### config.mk
export PLATFORM = sky130hd
export DESIGN_NAME = udp_rx_ctrl
export DESIGN_NICKNAME = d
export VERILOG_FILES = /design/src/rtl/udp_rx_ctrl.sv
export SDC_FILE = /design/constraint.sdc
export NUM_CORES = 1
export LEC_CHECK = 0
export CAP_MARGIN = 20
export CORE_UTILIZATION = 58
export DETAILED_ROUTE_END_ITERATION = 8
export DONT_BUFFER_PORTS = 1
export PLACE_DENSITY = 0.76
export REMOVE_ABC_BUFFERS = 1
export SYNTH_ARGS = -nofsm -noshare
export SYNTH_HDL_FRONTEND = slang
export SYNTH_SLANG_ARGS = --single-unit
### constraint.sdc
create_clock -name clk -period 2.11 [get_ports clk]
set_input_delay 0.211 -clock clk [delete_from_list [all_inputs] [get_ports clk]]
set_output_delay 0.211 -clock clk [all_outputs]
set_load 0.01 [all_outputs]
### src/rtl/udp_rx_ctrl.sv
// Packet-level controller for the UDP receive path: header parse, filter
// decision, payload forward/drop, close-reason reporting and packet statistics.
module udp_rx_ctrl #(
  parameter int NUM_PORTS   = 4,
  parameter int CNT_W       = 16,
  parameter int TIMEOUT_CYC = 1024,
  parameter int PSEL_W      = (NUM_PORTS > 1) ? $clog2(NUM_PORTS) : 1
) (
  input  logic                 clk,
  input  logic                 rst_n,
  input  logic                 data_valid_in,
  input  logic                 packet_start,
  input  logic                 packet_last,
  input  logic                 header_done,
  input  logic [15:0]          udp_length,
  input  logic                 checksum_ok,
  input  logic [NUM_PORTS-1:0] port_hit,
  input  logic                 clr_stats,
  output logic                 parse_enable,
  output logic                 fwd_enable,
  output logic                 drop_enable,
  output logic [PSEL_W-1:0]    port_sel,
  output logic [CNT_W-1:0]     byte_count,
  output logic                 pkt_done,
  output logic [2:0]           pkt_status,
  output logic [CNT_W-1:0]     fwd_pkt_cnt,
  output logic [CNT_W-1:0]     drop_pkt_cnt,
  output logic [2:0]           state_dbg
);

  localparam logic [2:0] S_IDLE  = 3'd0;
  localparam logic [2:0] S_PARSE = 3'd1;
  localparam logic [2:0] S_CHECK = 3'd2;
  localparam logic [2:0] S_FWD   = 3'd3;
  localparam logic [2:0] S_DROP  = 3'd4;

  localparam logic [2:0] ST_OK       = 3'd0;
  localparam logic [2:0] ST_FILTERED = 3'd1;
  localparam logic [2:0] ST_CSUM_ERR = 3'd2;
  localparam logic [2:0] ST_LEN_ERR  = 3'd3;
  localparam logic [2:0] ST_TRUNC    = 3'd4;
  localparam logic [2:0] ST_TIMEOUT  = 3'd5;

  localparam int TO_W = (TIMEOUT_CYC > 2) ? $clog2(TIMEOUT_CYC) : 1;

  // Stream handshake: data_valid_in qualifies every beat and there is no
  // backpressure, so a beat is consumed on every cycle where valid is high.

  logic [2:0]           state, state_nxt;
  logic [15:0]          len_q;
  logic [NUM_PORTS-1:0] hit_q;
  logic                 csum_q;
  logic [TO_W-1:0]      idle_cnt;
  logic [PSEL_W-1:0]    hit_idx;
  logic [CNT_W:0]       cnt_incl;
  logic                 beat_last, start_beat, pass, len_ok, timeout_hit;
  logic                 close;
  logic [2:0]           close_status, fail_code;

  assign beat_last  = data_valid_in && packet_last;
  assign start_beat = (state == S_IDLE) && data_valid_in && packet_start;
  assign pass       = (|hit_q) && csum_q && (len_q >= 16'd8);
  assign fail_code  = !(|hit_q) ? ST_FILTERED : (!csum_q ? ST_CSUM_ERR : ST_LEN_ERR);

  // Length check counts the closing beat itself, one wider to avoid wrap.
  assign cnt_incl = {1'b0, byte_count} + (CNT_W+1)'(1);
  assign len_ok   = (cnt_incl == (CNT_W+1)'(len_q));

  assign timeout_hit = (TIMEOUT_CYC != 0) && (state != S_IDLE) && !data_valid_in &&
                       (idle_cnt == TO_W'(TIMEOUT_CYC - 1));

  always_comb begin
    hit_idx = '0;
    for (int i = NUM_PORTS - 1; i >= 0; i--) begin
      if (hit_q[i]) hit_idx = PSEL_W'(i);
    end
  end

  always_comb begin
    state_nxt    = state;
    close        = 1'b0;
    close_status = ST_OK;
    case (state)
      S_IDLE: begin
        if (data_valid_in && packet_start) begin
          if (packet_last) begin
            close        = 1'b1;
            close_status = ST_TRUNC;
          end else begin
            state_nxt = S_PARSE;
          end
        end
      end
      S_PARSE: begin
        if (beat_last) begin
          close        = 1'b1;
          close_status = ST_TRUNC;
          state_nxt    = S_IDLE;
        end else if (header_done) begin
          state_nxt = S_CHECK;
        end
      end
      S_CHECK: begin
        if (beat_last) begin
          close        = 1'b1;
          close_status = pass ? (len_ok ? ST_OK : ST_LEN_ERR) : fail_code;
          state_nxt    = S_IDLE;
        end else begin
          state_nxt = pass ? S_FWD : S_DROP;
        end
      end
      S_FWD: begin
        if (beat_last) begin
          close        = 1'b1;
          close_status = len_ok ? ST_OK : ST_LEN_ERR;
          state_nxt    = S_IDLE;
        end
      end
      S_DROP: begin
        if (beat_last) begin
          close        = 1'b1;
          close_status = fail_code;
          state_nxt    = S_IDLE;
        end
      end
      default: state_nxt = S_IDLE;
    endcase
    if (timeout_hit) begin
      close        = 1'b1;
      close_status = ST_TIMEOUT;
      state_nxt    = S_IDLE;
    end
  end

  always_ff @(posedge clk or negedge rst_n) begin
    if (!rst_n) begin
      state        <= S_IDLE;
      len_q        <= '0;
      hit_q        <= '0;
      csum_q       <= 1'b0;
      idle_cnt     <= '0;
      port_sel     <= '0;
      byte_count   <= '0;
      pkt_done     <= 1'b0;
      pkt_status   <= '0;
      fwd_pkt_cnt  <= '0;
      drop_pkt_cnt <= '0;
    end else begin
      state    <= state_nxt;
      pkt_done <= close;
      if (close) pkt_status <= close_status;

      // Header fields are captured with header_done and held through CHECK.
      if (state == S_PARSE && header_done && !beat_last) begin
        len_q  <= udp_length;
        hit_q  <= port_hit;
        csum_q <= checksum_ok;
      end
      if (state == S_CHECK) port_sel <= hit_idx;

      if (start_beat) begin
        byte_count <= CNT_W'(1);
      end else if (state != S_IDLE && data_valid_in && byte_count != '1) begin
        byte_count <= byte_count + CNT_W'(1);
      end

      if (state == S_IDLE || data_valid_in || timeout_hit) begin
        idle_cnt <= '0;
      end else if (TIMEOUT_CYC != 0) begin
        idle_cnt <= idle_cnt + TO_W'(1);
      end

      if (clr_stats) begin
        fwd_pkt_cnt  <= '0;
        drop_pkt_cnt <= '0;
      end else if (pkt_done) begin
        if (pkt_status == ST_OK) begin
          if (fwd_pkt_cnt != '1) fwd_pkt_cnt <= fwd_pkt_cnt + CNT_W'(1);
        end else begin
          if (drop_pkt_cnt != '1) drop_pkt_cnt <= drop_pkt_cnt + CNT_W'(1);
        end
      end
    end
  end

  assign parse_enable = (state == S_PARSE) || start_beat;
  assign fwd_enable   = (state == S_FWD)  || (state == S_CHECK && pass);
  assign drop_enable  = (state == S_DROP) || (state == S_CHECK && !pass);
  assign state_dbg    = state;

endmodule

==> results of run 1 <==
state kept, by name (all words and copies together) (netlist names):
name	count
state_dbg	3
csum_q	1
fwd_pkt_cnt	16
idle_cnt	10
port_sel	2
hit_q	4
len_q	16
pkt_status	3
byte_count	16
pkt_done	1
drop_pkt_cnt	16
cell usage in the layout, fill, tap and decap left out, types with 5 or more instances in the layout:
| master | count |
|---|---|
| sky130_fd_sc_hd__or3_1 | 6 |
| sky130_fd_sc_hd__nor3_1 | 11 |
| sky130_fd_sc_hd__xnor2_1 | 16 |
| sky130_fd_sc_hd__o41ai_1 | 5 |
| sky130_fd_sc_hd__o211ai_1 | 5 |
| sky130_fd_sc_hd__nor2_1 | 63 |
| sky130_fd_sc_hd__dlygate4sd3_1 | 19 |
| sky130_fd_sc_hd__clkbuf_8 | 10 |
| sky130_fd_sc_hd__nand4_1 | 22 |
| sky130_fd_sc_hd__inv_1 | 7 |
| sky130_fd_sc_hd__o31ai_1 | 5 |
| sky130_fd_sc_hd__dfrtp_1 | 85 |
| sky130_fd_sc_hd__a21oi_1 | 20 |
| sky130_fd_sc_hd__o21ai_0 | 21 |
| sky130_fd_sc_hd__xor2_1 | 34 |
| sky130_fd_sc_hd__buf_4 | 53 |
| sky130_fd_sc_hd__nand2b_1 | 13 |
| sky130_fd_sc_hd__and4_1 | 6 |
| sky130_fd_sc_hd__nand3_1 | 18 |
| sky130_fd_sc_hd__nor2b_1 | 7 |
| sky130_fd_sc_hd__mux2_2 | 20 |
| sky130_fd_sc_hd__and3_1 | 7 |
| sky130_fd_sc_hd__nand2_1 | 41 |
| sky130_fd_sc_hd__a31oi_1 | 6 |
worst max-delay path, cell delays in order, from the launching register on:
cell	delay, ns
sky130_fd_sc_hd__dfrtp_2	0.46
sky130_fd_sc_hd__nor4_4	0.32
sky130_fd_sc_hd__nand4_1	0.23
sky130_fd_sc_hd__nand3_2	0.16
sky130_fd_sc_hd__nand2_1	0.07
sky130_fd_sc_hd__a21oi_2	0.19
logic make-up after synthesis:
logic type | Yosys count | share of synthesized area (%)
DFF | 88 | 44.7
and+or+nand+nor | 217 | 22.3
xor gates and xnor gates | 50 | 8.89
AOI/OAI and AO/OA | 101 | 14.2
adders and majority gates | 4 | 1.02
buffers and inverters | 34 | 3.48
muxes | 24 | 5.41
metal layers:
| layer | track usage, % | vias up |
|---|---|---|
| li1 | - | 1986 |
| met3 | 6.15 | 15 |
| met4 | 7.82 | 0 |
| met5 | 0 | - |
| met1 | 38.5 | 2009 |
| met2 | 45.7 | 152 |
cell type report:
| type | count | area (um^2) | area share, % |
|---|---|---|---|
| inverters | 7 | 26.3 | 0.453 |
| clock buffers | 10 | 138 | 2.37 |
| clock inverters | 6 | 73.8 | 1.27 |
| flip-flops and latches | 88 | 2210 | 38.0 |
| multi-input cells | 396 | 2620 | 45.2 |
| repair buffers | 73 | 603 | 10.4 |
| well taps | 105 | 131 | 2.26 |
power groups by stage:
stage / clock network, mW / logic (mW) / registers [mW]
after floorplan: 0 / 1.35 / 2.45
after global placement: 0 / 2.03 / 2.41
after detailed placement: 0 / 2.08 / 2.43
after CTS: 1.25 / 2.14 / 2.41
after global routing: 1.34 / 2.41 / 2.49
final: 1.22 / 2.20 / 2.44
metrics by stage:
stage,std cells,instance area (um^2),power (mW)
after floorplan,491,4780,3.80
after global placement,647,5290,4.43
after CTS,681,5700,5.80
after global routing,685,5800,6.24
after detailed placement,647,5290,4.51
final,685,5800,5.86
repair_timing:
| action | 4_1_cts | 5_1_grt |
|---|---|---|
| resized for setup | 3 | 15 |
| endpoints found under the setup margin | 2 | 4 |
| hold endpoints to repair | 136 | 90 |
| hold buffers | 17 | 2 |
| setup buffers | 1 | 1 |
| pin swaps | 1 | 4 |
path summary, 6_finish.rpt:
kind | startpoint | endpoint | slack [ns] | depth (start not counted)
setup / recovery | len_q[14]$_DFFE_PN0P_ | drop_enable | 0.11 | 5
hold / removal | rst_n | len_q[12]$_DFFE_PN0P_ | -0.46 | 0
setup reg to reg | byte_count[1]$_DFFE_PN0P_ | pkt_status[1]$_DFFE_PN0P_ | 0.13 | 7
hold reg to reg | idle_cnt[0]$_DFF_PN0_ | idle_cnt[0]$_DFF_PN0_ | 0.50 | 1
max in group asynchronous | rst_n | fwd_pkt_cnt[0]$_DFFE_PN0P_ | 2.46 | 0
min in group clk | udp_length[2] | len_q[2]$_DFFE_PN0P_ | 0.01 | 1
==> key figures, run 1 <==
GRT
  • Overflow left after global routing: 0
  • Number of global-route vias before repair: 3,980
  • Global-route wire length before repair: 19.5 mm
  • Largest net degree at the start of global routing: 89
  • GRT Util Overall: 28.4%
  • Antenna violations before repair: 0

Power
  • Share of power burned in combinational logic: 37.5%
  • Internal Pwr Total: 3.64 mW
  • Share of total power in the clock network: 20.9%
  • Sw Pwr: 2.22 mW
  • Power per cell area: 1010 nW/um^2
  • Max VDD drop: 693 uV
  • Leakage power total: 2.43 nW
  • Portion of total power attributed to sequential cells: 41.6%
  • Switching fraction of total power: 37.9%

Die
  • Width of the chip: 94.1 um
  • Number of rows in the core area: 33
  • Height of the die: 94.1 um
  • Count of boundary I/O pins: 88
  • Starting Density: 59.9%
  • Total die area: 8860 um^2
  • CORE AREA: 8220 um^2

Routing
  • Post-Route WL: 12.1 mm
  • Wire length on met2: 5.75 mm
  • Total via count in the routed design: 4,162
  • Iter 0 DRT Violations: 336
  • Detailed-route DRC error count: 0
  • Top routing layer in use: met4
  • Number of search-and-repair iterations in the first detailed-routing pass: 4
  • Vias per std cell: 6.08
  • Remaining antenna violation count: 0
  • Met1 wire length: 5.37 mm
  • Wire length per cell after detailed routing: 17.7 um
  • DR WL met3: 808 um

Logic synthesis
  • Register bit count reported by yosys: 88
  • Synth Warn #: 0
  • Synthesized area per cell: 9.51 um^2
  • Synthesized netlist cell count: 518
  • Top cells by area in the synthesized netlist: sky130_fd_sc_hd__dfrtp_1 45%, sky130_fd_sc_hd__xor2_1 6.0%, sky130_fd_sc_hd__nor2_1 4.8%, sky130_fd_sc_hd__mux2_2 4.6%, sky130_fd_sc_hd__nand2_1 3.1%
  • Dominant cell type by area after synthesis: sky130_fd_sc_hd__dfrtp_1
  • Post-synth top cells: 88 x sky130_fd_sc_hd__dfrtp_1, 63 x sky130_fd_sc_hd__nor2_1, 41 x sky130_fd_sc_hd__nand2_1, 34 x sky130_fd_sc_hd__xor2_1, 22 x sky130_fd_sc_hd__nand4_1
  • Share of flip-flops with an asynchronous set or reset after synthesis: 100%
  • Register area share after synthesis: 44.7%
  • Summed instance area of the synthesized netlist: 4920 um^2
  • Yosys top cell area share: 44.7%
  • Number of synthesized flops with an enable pin: 0
  • Most common flop cell mapped by yosys: sky130_fd_sc_hd__dfrtp_1
  • Netlist cell types: 67
  • Most frequent cell after synthesis: sky130_fd_sc_hd__dfrtp_1

Placement
  • Placement Setup Slack: 0.0695 ns
  • Routability congestion estimate from global placement: 0.987
  • Dpl hpwl: 8.65 mm
  • Input/output buffers: 0

STA
  • Final setup violation count: 0
  • Fin. max-slew vios: 0
  • Final clock period utilization by the worst path: 94.9%
  • Relative slew slack: 65.2%
  • Setup slack after layout: 0.108 ns
  • Setup TNS: 0 ns
  • Min Clock Period, post-route: 2.00 ns
  • Unrepaired setup endpoints after global routing: false
  • Tightest Pin Transition: 0.520 ns
  • Fin. Hold Viols: 88
  • Worst clock skew on the final layout: 0.0119 ns
  • Highest clock rate: 0.499 GHz
  • Worst hold margin: -0.460 ns

CTS
  • Buffer type at the clock tree root: sky130_fd_sc_hd__clkbuf_8
  • Longest Clk Path Bufs: 2
  • Number of sinks on the clock net: 88
  • Clock Latency Late Sink: 0.36 ns
  • Maximum level of the CTS H-tree: 3
  • CTS clk-pin slew, worst paths: 0.09 ns
  • Number of CTS-inserted buffers: 9
  • TritonCTS clock tree: built

Final layout
  • Share of layout cells above drive strength 1: 20.0%
  • Area growth from synthesis to layout: 17.8%
  • Antenna diodes: 0
  • Final core area utilization: 70.6%
  • Layout filler cell count: 590
  • Nets: 607

Worst hold path
  • Hold Path Class: in2async

Worst setup path
  • Required time worst endpoint: 1.90 ns
  • Arr. time, crit path: 1.79 ns
  • Setup Crit Path Kind: reg2out
  • Kind of capture point of the worst setup path: primary output
  • Max FO, Critical Path: 5
  • Critical Path Start Type: flop

Outcome
  • Result of the run: finished, violations left
  • Violations in the final reports: negative hold slack

Flow run
  • Max capacitance violation total: 0
Power figures use the tool's default switching activity.
==> run 2, diff against run 1 <==
--- a/config.mk
+++ b/config.mk
@@ -6,11 +6,12 @@
 export NUM_CORES = 1
 export LEC_CHECK = 0
 export CAP_MARGIN = 20
-export CORE_UTILIZATION = 58
+export CORE_UTILIZATION = 57
 export DETAILED_ROUTE_END_ITERATION = 8
 export DONT_BUFFER_PORTS = 1
-export PLACE_DENSITY = 0.76
+export PLACE_DENSITY = 0.75
 export REMOVE_ABC_BUFFERS = 1
+export SLEW_MARGIN = 20
 export SYNTH_ARGS = -nofsm -noshare
 export SYNTH_HDL_FRONTEND = slang
 export SYNTH_SLANG_ARGS = --single-unit
==> run 2 against run 1 <==
  * Fmax is 4.7% lower
  * Sequential share of layout area down 0.34 points
  * Critical path depth stayed put
  * Clock skew is 0.0031 ns higher
  * Via count grew 1.6%
  * Power increased by 0.74%
  * Worst hold slack lost 0.0030 ns
  * The run still ends with negative hold slack left
  * Clock power barely moved
  * Utilization barely moved
  * Worst setup slack worse by 0.098 ns
  * Critical endpoint unchanged
==> key figures, run 2 (same netlist as run 1, synthesis figures left out) <==
Outcome
  • Result of the run: finished, violations left (unchanged)
  • Violations in the final reports: negative hold slack (unchanged)

Worst setup path
  • Worst R2R Path Depth: 7 (unchanged)
  • Last element of the critical path: drop_enable (unchanged)
  • Launch point of the worst reg-to-reg path: len_q[14]$_DFFE_PN0P_ (was byte_count[1]$_DFFE_PN0P_)
  • Max FO, Critical Path: 4 (was 5)
  • Required time worst endpoint: 1.90 ns (about the same)
  • Critical Path Start Type: flop (unchanged)
  • Critical register-to-register path endpoint: pkt_status[0]$_DFFE_PN0P_ (was pkt_status[1]$_DFFE_PN0P_)
  • Critical Path Source: len_q[14]$_DFFE_PN0P_ (unchanged)
  • Arr. time, crit path: 1.89 ns (was 1.79 ns)
  • Kind of capture point of the worst setup path: primary output (unchanged)
  • Worst reg2reg setup slack: 0.07 ns (was 0.13 ns)
  • Setup Crit Path Kind: reg2out (unchanged)

Power
  • Sw Pwr: 2.23 mW (was 2.22 mW)
  • Max VDD drop: 707 uV (was 693 uV)
  • Tot Pwr: 5.90 mW (was 5.86 mW)
  • Share of total power in the clock network: 20.9% (about the same)
  • Internal Pwr Total: 3.68 mW (was 3.64 mW)
  • Power per cell area: 1010 nW/um^2 (about the same)
  • Share of power burned in combinational logic: 37.8% (was 37.5%)
  • Switching fraction of total power: 37.7% (was 37.9%)
  • Leakage power total: 2.48 nW (was 2.43 nW)
  • Portion of total power attributed to sequential cells: 41.3% (was 41.6%)

Die
  • CORE AREA: 8300 um^2 (was 8220 um^2)
  • Height of the die: 95.0 um (was 94.1 um)
  • Count of boundary I/O pins: 88 (unchanged)
  • Width of the chip: 95.0 um (was 94.1 um)
  • Total die area: 9020 um^2 (was 8860 um^2)
  • Starting Density: 59.3% (was 59.9%)
  • Number of rows in the core area: 33 (unchanged)

Final layout
  • Layout filler cell count: 645 (was 590)
  • Area growth from synthesis to layout: 19.0% (was 17.8%)
  • Commonest non-fill, non-tap cell in the layout: sky130_fd_sc_hd__dfrtp_1 (unchanged)
  • Nets: 616 (was 607)
  • Antenna diodes: 0 (unchanged)
  • Non-filler instance count after layout: 694 (was 685)
  • Highest-count cells in the layout ignoring fill and taps: 84 x sky130_fd_sc_hd__dfrtp_1, 63 x sky130_fd_sc_hd__nor2_1, 59 x sky130_fd_sc_hd__buf_4, 40 x sky130_fd_sc_hd__nand2_1, 34 x sky130_fd_sc_hd__xor2_1 (was 85 x sky130_fd_sc_hd__dfrtp_1, 63 x sky130_fd_sc_hd__nor2_1, 53 x sky130_fd_sc_hd__buf_4, 41 x sky130_fd_sc_hd__nand2_1, 34 x sky130_fd_sc_hd__xor2_1)
  • Share of layout cells above drive strength 1: 20.5% (was 20.0%)

STA
  • Worst clock skew on the final layout: 0.0150 ns (was 0.0119 ns)
  • Fin. Hold Viols: 88 (unchanged)
  • Tightest Pin Transition: 0.592 ns (was 0.520 ns)
  • Worst hold margin: -0.463 ns (was -0.460 ns)
  • Relative slew slack: 60.5% (was 65.2%)
  • Highest clock rate: 0.476 GHz (was 0.499 GHz)
  • Fin. max-slew vios: 0 (unchanged)
  • Min Clock Period, post-route: 2.10 ns (was 2.00 ns)
  • Final clock period utilization by the worst path: 99.5% (was 94.9%)
  • Final setup violation count: 0 (unchanged)
  • Unrepaired setup endpoints after global routing: true (was false)

CTS
  • Buffer type at the clock tree root: sky130_fd_sc_hd__clkbuf_8 (unchanged)
  • CTS clk-pin slew, worst paths: 0.10 ns (was 0.09 ns)
  • Longest Clk Path Bufs: 2 (unchanged)
  • Maximum level of the CTS H-tree: 3 (unchanged)
  • Clock Latency Late Sink: 0.36 ns (about the same)
  • TritonCTS clock tree: built (unchanged)
  • Number of CTS-inserted buffers: 9 (unchanged)
  • Number of sinks on the clock net: 88 (unchanged)

GRT
  • Number of global-route vias before repair: 4,028 (was 3,980)
  • GRT Util Overall: 28.1% (was 28.4%)
  • Global-route wire length before repair: 19.6 mm (was 19.5 mm)
  • Largest net degree at the start of global routing: 89 (unchanged)
  • Overflow left after global routing: 0 (unchanged)
  • Antenna violations before repair: 0 (unchanged)

Routing
  • DR WL met3: 836 um (was 808 um)
  • Iter 0 DRT Violations: 214 (was 336)
  • Vias per std cell: 6.10 (was 6.08)
  • Met1 wire length: 5.45 mm (was 5.37 mm)
  • Post-Route WL: 12.1 mm (about the same)
  • Remaining antenna violation count: 0 (unchanged)
  • Wire length on met2: 5.63 mm (was 5.75 mm)
  • Detailed-route DRC error count: 0 (unchanged)
  • Total via count in the routed design: 4,230 (was 4,162)
  • Top routing layer in use: met4 (unchanged)
  • Wire length per cell after detailed routing: 17.5 um (was 17.7 um)
  • Number of search-and-repair iterations in the first detailed-routing pass: 5 (was 4)

Placement
  • Number of placed instances with taps included: 652 (was 647)
  • Input/output buffers: 0 (unchanged)
  • Routability congestion estimate from global placement: 0.982 (was 0.987)
  • Dpl hpwl: 8.50 mm (was 8.65 mm)

Worst hold path
  • Hold Path Class: in2async (unchanged)

Flow run
  • Max capacitance violation total: 0 (unchanged)
## run 2: cell count changes in the layout (fill, tap and decap cells not counted), sizes merged
| cell | change |
|---|---|
| clkinvlp | +1 |
| inv | +1 |
| buf | +7 |
| dlygate4sd3 | +2 |
| clkinv | -2 |
## run 2: power by group through the flow
stage	clock network, mW	registers [mW]	logic, mW
detailed placement	0	2.43	2.06
finish	1.23	2.44	2.23
global route	1.36	2.49	2.44
global placement	0	2.41	2.02
CTS	1.26	2.42	2.13
floorplan	0	2.45	1.35
## run 2: worst min-delay path by stage
stage | end | slack, ns | depth (start not counted)
finish | state_dbg[2]$_DFFE_PN0P_ | -0.46 | 0
global route | drop_pkt_cnt[15]$_DFFE_PN0P_ | -0.49 | 0
CTS | fwd_pkt_cnt[11]$_DFFE_PN0P_ | -0.47 | 0
detailed placement | state_dbg[2]$_DFFE_PN0P_ | -0.08 | 0
global placement | state_dbg[2]$_DFFE_PN0P_ | -0.08 | 0
floorplan | byte_count[0]$_DFFE_PN0P_ | -0.08 | 0
## run 2: layout make-up
cell class | instances | area [um^2] | area share, %
Multi-Input combinational cell | 396 | 2600 | 44.4
Sequential cell | 88 | 2210 | 37.7
Timing Repair Buffer | 82 | 678 | 11.6
Clock buffer | 10 | 138 | 2.35
Tap cell | 105 | 131 | 2.24
Clock inverter | 6 | 75.1 | 1.28
Inverter | 7 | 26.3 | 0.449
## run 2: timing repair
action / CTS / global route
resized for setup: 4 / 12
buffers inserted: 2 / 2
hold buffers: 15 / 7
hold endpoints to repair: 134 / 95
setup endpoints to repair: 3 / 7
pin swaps: 3 / 7
## run 2: through the flow
stage | setup WS, ns | utilization [%] | TNS, ns | hold WS (ns) | cell area (um^2)
2_1_floorplan | 0.0666 | - | 0 | -0.0846 | 4780
3_3_place_gp | -0.00491 | 64.4 | -0.00491 | -0.0811 | 5340
3_5_place_dp | -0.0272 | 64.4 | -0.0343 | -0.0811 | 5340
4_1_cts | 0.0107 | 69.2 | 0 | -0.471 | 5750
5_1_grt | -0.0391 | 70.6 | -0.0480 | -0.490 | 5860
6_report | 0.00997 | 70.6 | 0 | -0.463 | 5860
## run 2: worst max-delay path: stages, from the launching register on
cell and delay, ns:
sky130_fd_sc_hd__dfrtp_2 0.45, sky130_fd_sc_hd__nor4_4 0.35, sky130_fd_sc_hd__nand4_1 0.31, sky130_fd_sc_hd__nand3_2 0.19, sky130_fd_sc_hd__nand2_2 0.07, sky130_fd_sc_hd__a21oi_4 0.15
## run 2: layer usage
layer	up-vias	GRT usage, %
li1	2006	-
met1	2020	39.2
met2	180	43.0
met3	24	7.81
met4	0	7.70
met5	-	0
